File: src/rtl/pipe_hazard_ctrl.sv
// pipe_hazard_ctrl
//   Hazard scheduler for a 3-stage pipeline (fetch -> decode/reg-read ->
//   execute/write-back). It watches the decode and execute stage registers
//   and drives the per-stage hold/flush controls:
//     - stalls fetch/decode on read-after-write and load-use hazards
//     - flushes wrong-path instructions when execute loads the PC
//   It also keeps saturating stall/flush event counters for debug.
//
// Parameters
//   FLUSH_CYCLES  cycles flush stays asserted after a PC load (1..3)
//   LOAD_STALL    stall cycles for a load-use hazard (1..3)
//   CNT_W         width of the stall_cnt / flush_cnt event counters
//
// Ports
//   clk         in   pipeline clock, all state updates on posedge
//   rst         in   synchronous reset, active-high
//   id_rd_en    in   decode-stage instruction reads a register
//   id_rd_addr  in   register index read in decode
//   ex_we       in   execute-stage instruction writes the register file
//   ex_wr_addr  in   register index written in execute
//   ex_is_load  in   execute-stage instruction is LDA_rn / POP_rn
//   ex_l_pc     in   execute stage loads the PC
//   hold_if     out  hold PC and the fetch-stage register
//   hold_id     out  hold the decode-stage register
//   bubble_ex   out  load NOP into the execute-stage register
//   flush       out  force fetch/decode opcodes to NOP on next edge
//   busy        out  state != RUN
//   stall_cnt   out  stall cycles since reset (saturating)
//   flush_cnt   out  flush cycles since reset (saturating)

module pipe_hazard_ctrl #(
    parameter int unsigned FLUSH_CYCLES = 2,
    parameter int unsigned LOAD_STALL   = 2,
    parameter int unsigned CNT_W        = 16
) (
    input  logic             clk,
    input  logic             rst,
    input  logic             id_rd_en,
    input  logic [2:0]       id_rd_addr,
    input  logic             ex_we,
    input  logic [2:0]       ex_wr_addr,
    input  logic             ex_is_load,
    input  logic             ex_l_pc,
    output logic             hold_if,
    output logic             hold_id,
    output logic             bubble_ex,
    output logic             flush,
    output logic             busy,
    output logic [CNT_W-1:0] stall_cnt,
    output logic [CNT_W-1:0] flush_cnt
);

    typedef enum logic [1:0] {
        RUN   = 2'd0,
        STALL = 2'd1,
        FLUSH = 2'd2
    } state_t;

    localparam logic [1:0] FLUSH_LEFT = 2'(FLUSH_CYCLES - 1);
    localparam logic [1:0] STALL_LEFT = 2'(LOAD_STALL - 1);

    state_t     state, state_n;
    logic [1:0] left, left_n;
    logic       raw;
    logic       stall_c;
    logic       flush_c;

    always_comb begin
        state_n = state;
        left_n  = left;
        stall_c = 1'b0;
        flush_c = 1'b0;
        raw     = id_rd_en & ex_we & (id_rd_addr == ex_wr_addr);

        unique case (state)
            RUN: begin
                // PC load has priority: wrong-path instructions would be
                // discarded anyway, so stalling them is pointless.
                if (ex_l_pc) begin
                    flush_c = 1'b1;
                    if (FLUSH_CYCLES > 1) begin
                        state_n = FLUSH;
                        left_n  = FLUSH_LEFT;
                    end
                end else if (raw) begin
                    stall_c = 1'b1;
                    if (ex_is_load && (LOAD_STALL > 1)) begin
                        state_n = STALL;
                        left_n  = STALL_LEFT;
                    end
                end
            end
            STALL: begin
                // Execute holds a bubble here, so ex_l_pc cannot be genuine.
                stall_c = 1'b1;
                if (left <= 2'd1) begin
                    state_n = RUN;
                    left_n  = '0;
                end else begin
                    left_n = left - 2'd1;
                end
            end
            FLUSH: begin
                flush_c = 1'b1;
                if (ex_l_pc) begin
                    left_n = FLUSH_LEFT;
                end else if (left <= 2'd1) begin
                    state_n = RUN;
                    left_n  = '0;
                end else begin
                    left_n = left - 2'd1;
                end
            end
            default: begin
                state_n = RUN;
                left_n  = '0;
            end
        endcase
    end

    // Outputs are forced low while rst is held so that arbitrary stage
    // contents during reset never reach the pipeline controls.
    assign hold_if   = stall_c & ~rst;
    assign hold_id   = stall_c & ~rst;
    assign bubble_ex = stall_c & ~rst;
    assign flush     = flush_c & ~rst;
    assign busy      = (state != RUN) & ~rst;

    always_ff @(posedge clk) begin
        if (rst) begin
            state     <= RUN;
            left      <= '0;
            stall_cnt <= '0;
            flush_cnt <= '0;
        end else begin
            state <= state_n;
            left  <= left_n;
            if (hold_if && (stall_cnt != '1)) begin
                stall_cnt <= stall_cnt + 1'b1;
            end
            if (flush && (flush_cnt != '1)) begin
                flush_cnt <= flush_cnt + 1'b1;
            end
        end
    end

endmodule

File: config.mk
export PLATFORM = sky130hd
export DESIGN_NAME = pipe_hazard_ctrl
export DESIGN_NICKNAME = d
export VERILOG_FILES = /design/src/rtl/pipe_hazard_ctrl.sv
export SDC_FILE = /design/constraint.sdc
export NUM_CORES = 1
export LEC_CHECK = 0
export ABC_AREA = 1
export CORE_AREA = 2 2 75 77
export CTS_BUF_LIST = sky130_fd_sc_hd__clkbuf_8
export DETAILED_ROUTE_END_ITERATION = 16
export DIE_AREA = 0 0 77 79
export PLACE_DENSITY = 0.7
export SLEW_MARGIN = 30
export SYNTH_ARGS = -nofsm -noshare
export SYNTH_HDL_FRONTEND = slang
export SYNTH_SLANG_ARGS = --single-unit
File: constraint.sdc
create_clock -name clk -period 3.6 [get_ports clk]
set_input_delay 0.72 -clock clk [delete_from_list [all_inputs] [get_ports clk]]
set_output_delay 0.72 -clock clk [all_outputs]
set_load 0.02 [all_outputs]
==> metrics.csv <==
metric,value,unit
syn2layout_area_growth,27.36,%
cts_tree,done,
slowest_delay,0.67,ns
slowest_stage,clkdlybuf4s50_1,
clockBufferDepth,2,
maxSlewViolCount,0,
pwr-share-clk,42.6,%
p_int,0.6940,mW
fin_hold_ws,0.4801,ns
yosys.area.top_type,dfxtp_1,
synth_top_area_share,31.20,%
grt_use_met2,35.00,%
grt_pass1_wl,9715,µm
ys_top_cells_by_area,"dfxtp_1 (31%), nand2_1 (19%), nor2_1 (6.0%)",
syn_inst,350,
use_met3,3.750,%
fin_ws,0.3229,ns
worst_r2r_startpoint,flush_cnt[0]$_SDFFE_PP0P_,
routed_wirelength,5518,µm
hold_violations,0,
setup.worst_path.end_class,output port,
cts.sinks,36,
die-area,6083,µm²
cts_resized,0,
hold_path_class,reg -> reg,
layout.nets,412,
fp-row-count,27,
viasPerCell,5.002,
grt_pass1_vias,2206,
antenna_found_initial,0,
fmax,0.3051,GHz
post-place-ws,0.2905,ns
numCtsBuffers,5,
vias,2336,
drt-initial-drc-count,81,
sequentialPowerShare,44.7,%
antennaDiodeCount,0,
finalSetupViolations,0,
ys_ff_latch,36,
sw_frac_of_total,25.32,%
power_density,315.9,nW/µm²
cp_num_buf_inv,3,
leakagePower,1.051,nW
crit_arrival,2.56,ns
ant_nets,0,
crit_path_end,bubble_ex,
drc,0,
period_share,91.03,%
cp.depth,8,
yosysMostFrequentCell,nand2_1,
fin_skew,0.002670,ns
fin_util,55.11,%
path_delay_family,buffers and inverters,
synth-main-ff-cell,dfxtp_1,
slew_headroom,53.30,%
drt_first_pass_iters,4,
root_buffer,clkbuf_8,
worst-r2r-setup-slack,1.47,ns
criticalPathCategory,in -> out,
ys_top_cells_by_count,"nand2_1 (115), nor2_1 (37), dfxtp_1 (36)",
start_util,43.27,%
p_switching,0.2353,mW
fillers,553,
status,"finished, final reports clean",
worstPathCellList,"clkdlybuf4s50_1, inv_1, nand2_1, nand2_1, nor2_1, nand3_1, a21oi_1, clkdlybuf4s50_1",
ys_warn_count,0,
dp_hpwl,3958,µm
setup-tns-final,0,ns
grt_util_all_layers,19.35,%
ir_worst_vdd,0.1907,mV
insertion_delay,0.29,ns
io_pins,49,
grt_busiest_layer,met2,
coreArea,5338,µm²
ctsHoldBuffers,0,
synth_cell_types,29,
grt_start_max_net_pins,30,
async_flop_share,0,%
cp-startpoint,id_rd_addr[2],
netlist_area,2310,µm²
worst_slew_pin_slew,0.6998,ns
place_congestion,0.8470,
grt-ovfl-total,0,
cts.clk_slew.worst_paths,0.07,ns
seq_area_frac_synth,31.20,%
grt_setup_unrepaired,no,
gr-usage-met1,23.20,%
start_kind,input pin,
syn_area_per_cell,6.599,µm²
power,0.9293,mW
cts.htree.levels,2,
fp.dieW,77,µm
numPortBuffers,48,
layout-drive-gt1-share,6.835,%
fin_crit,3.277,ns
fp.dieH,79,µm
required,2.88,ns
syn_nets,368,
cts_setup_buffers,0,
crit_fanout,4,
drt-wirelength-per-cell,11.82,µm
synth_enable_flop_cells,0,
cap_violations,0,
combPwrFrac,12.7,%
reg2regPathDepth,7,
r2r_end,flush_cnt[0]$_SDFFE_PP0P_,
layer usage:
| metal | share of wire (%) | wire, µm |
|---|---|---|
| met4 | 0.69 | 38 |
| met5 | 0 | 0 |
| met3 | 4.3 | 240 |
| met2 | 50 | 2753 |
| met1 | 45 | 2486 |
sequential cells by signal, indices dropped and copies added, names as in the netlist:
signal and flops:
state 2, left 2, flush_cnt 16, stall_cnt 16
through the flow:
stage	instances	instance area, µm²
floorplan	350	2310
global placement	459	2815
detailed placement	459	2815
CTS	467	2942
global route	467	2942
finish	467	2942
power groups by stage:
stage                     Clock (mW)  Combinational, mW  Sequential, mW
after global placement             0              0.117           0.425
after detailed placement           0              0.119           0.424
after global routing           0.421              0.131           0.417
after CTS                      0.402              0.119           0.415
after floorplan                    0             0.0754           0.427
final                          0.396              0.118           0.416
kinds of logic (layout without fill, tap and decap cells):
logic type               after synthesis  in the layout  share of synthesized area [%]
XOR/XNOR                              16             16                          6.067
flip-flops                            36             36                          31.20
adder cells (fa/ha/maj)                6              6                          3.250
buffers and inverters                 41             86                          7.854
AND/OR/NAND/NOR                      211            211                          41.06
AO/OA/AOI/OAI                         40             40                          10.56
worst min-delay path by stage:
| stage | startpoint | end | slack (ns) | cells past startpoint |
|---|---|---|---|---|
| after floorplan | left[1]$_SDFFE_PP0P_ | left[1]$_SDFFE_PP0P_ | 0.44 | 2 |
| after detailed placement | left[1]$_SDFFE_PP0P_ | left[1]$_SDFFE_PP0P_ | 0.47 | 2 |
| after global routing | left[1]$_SDFFE_PP0P_ | left[1]$_SDFFE_PP0P_ | 0.52 | 2 |
| after global placement | left[1]$_SDFFE_PP0P_ | left[1]$_SDFFE_PP0P_ | 0.46 | 2 |
| after CTS | left[1]$_SDFFE_PP0P_ | left[1]$_SDFFE_PP0P_ | 0.48 | 2 |
| final | left[1]$_SDFFE_PP0P_ | left[1]$_SDFFE_PP0P_ | 0.48 | 2 |
placed cells by master, fill, tap and decap left out, drive strengths merged:
cell,instances
a211oi,1
clkdlybuf4s50,48
nand3b,2
and3,1
buf,1
nor3,6
nand3,23
clkbuf,7
nand4,22
ha,6
inv,29
a21oi,33
dfxtp,36
bufinv,1
xor2,12
xnor2,4
nand2,117
o21ai,6
nor2,40
worst reg2reg max path: stages, from the launching register on:
cell	delay (ns)
dfxtp_1	0.47
ha_1	0.30
and3_1	0.23
nand2_2	0.09
o21ai_4	0.41
inv_2	0.25
o21ai_0	0.21
a21oi_1	0.05
layout make-up:
class | instances | area [µm²] | share of cell area, %
clock buffers | 7 | 96.34 | 3.275
clock inverters | 1 | 30.03 | 1.021
inverters | 29 | 108.9 | 3.701
multi-input cells | 273 | 1408 | 47.85
flip-flops and latches | 36 | 720.7 | 24.50
well taps | 72 | 90.09 | 3.063
repair buffers | 49 | 488.0 | 16.59
Power figures use the tool's default switching activity.
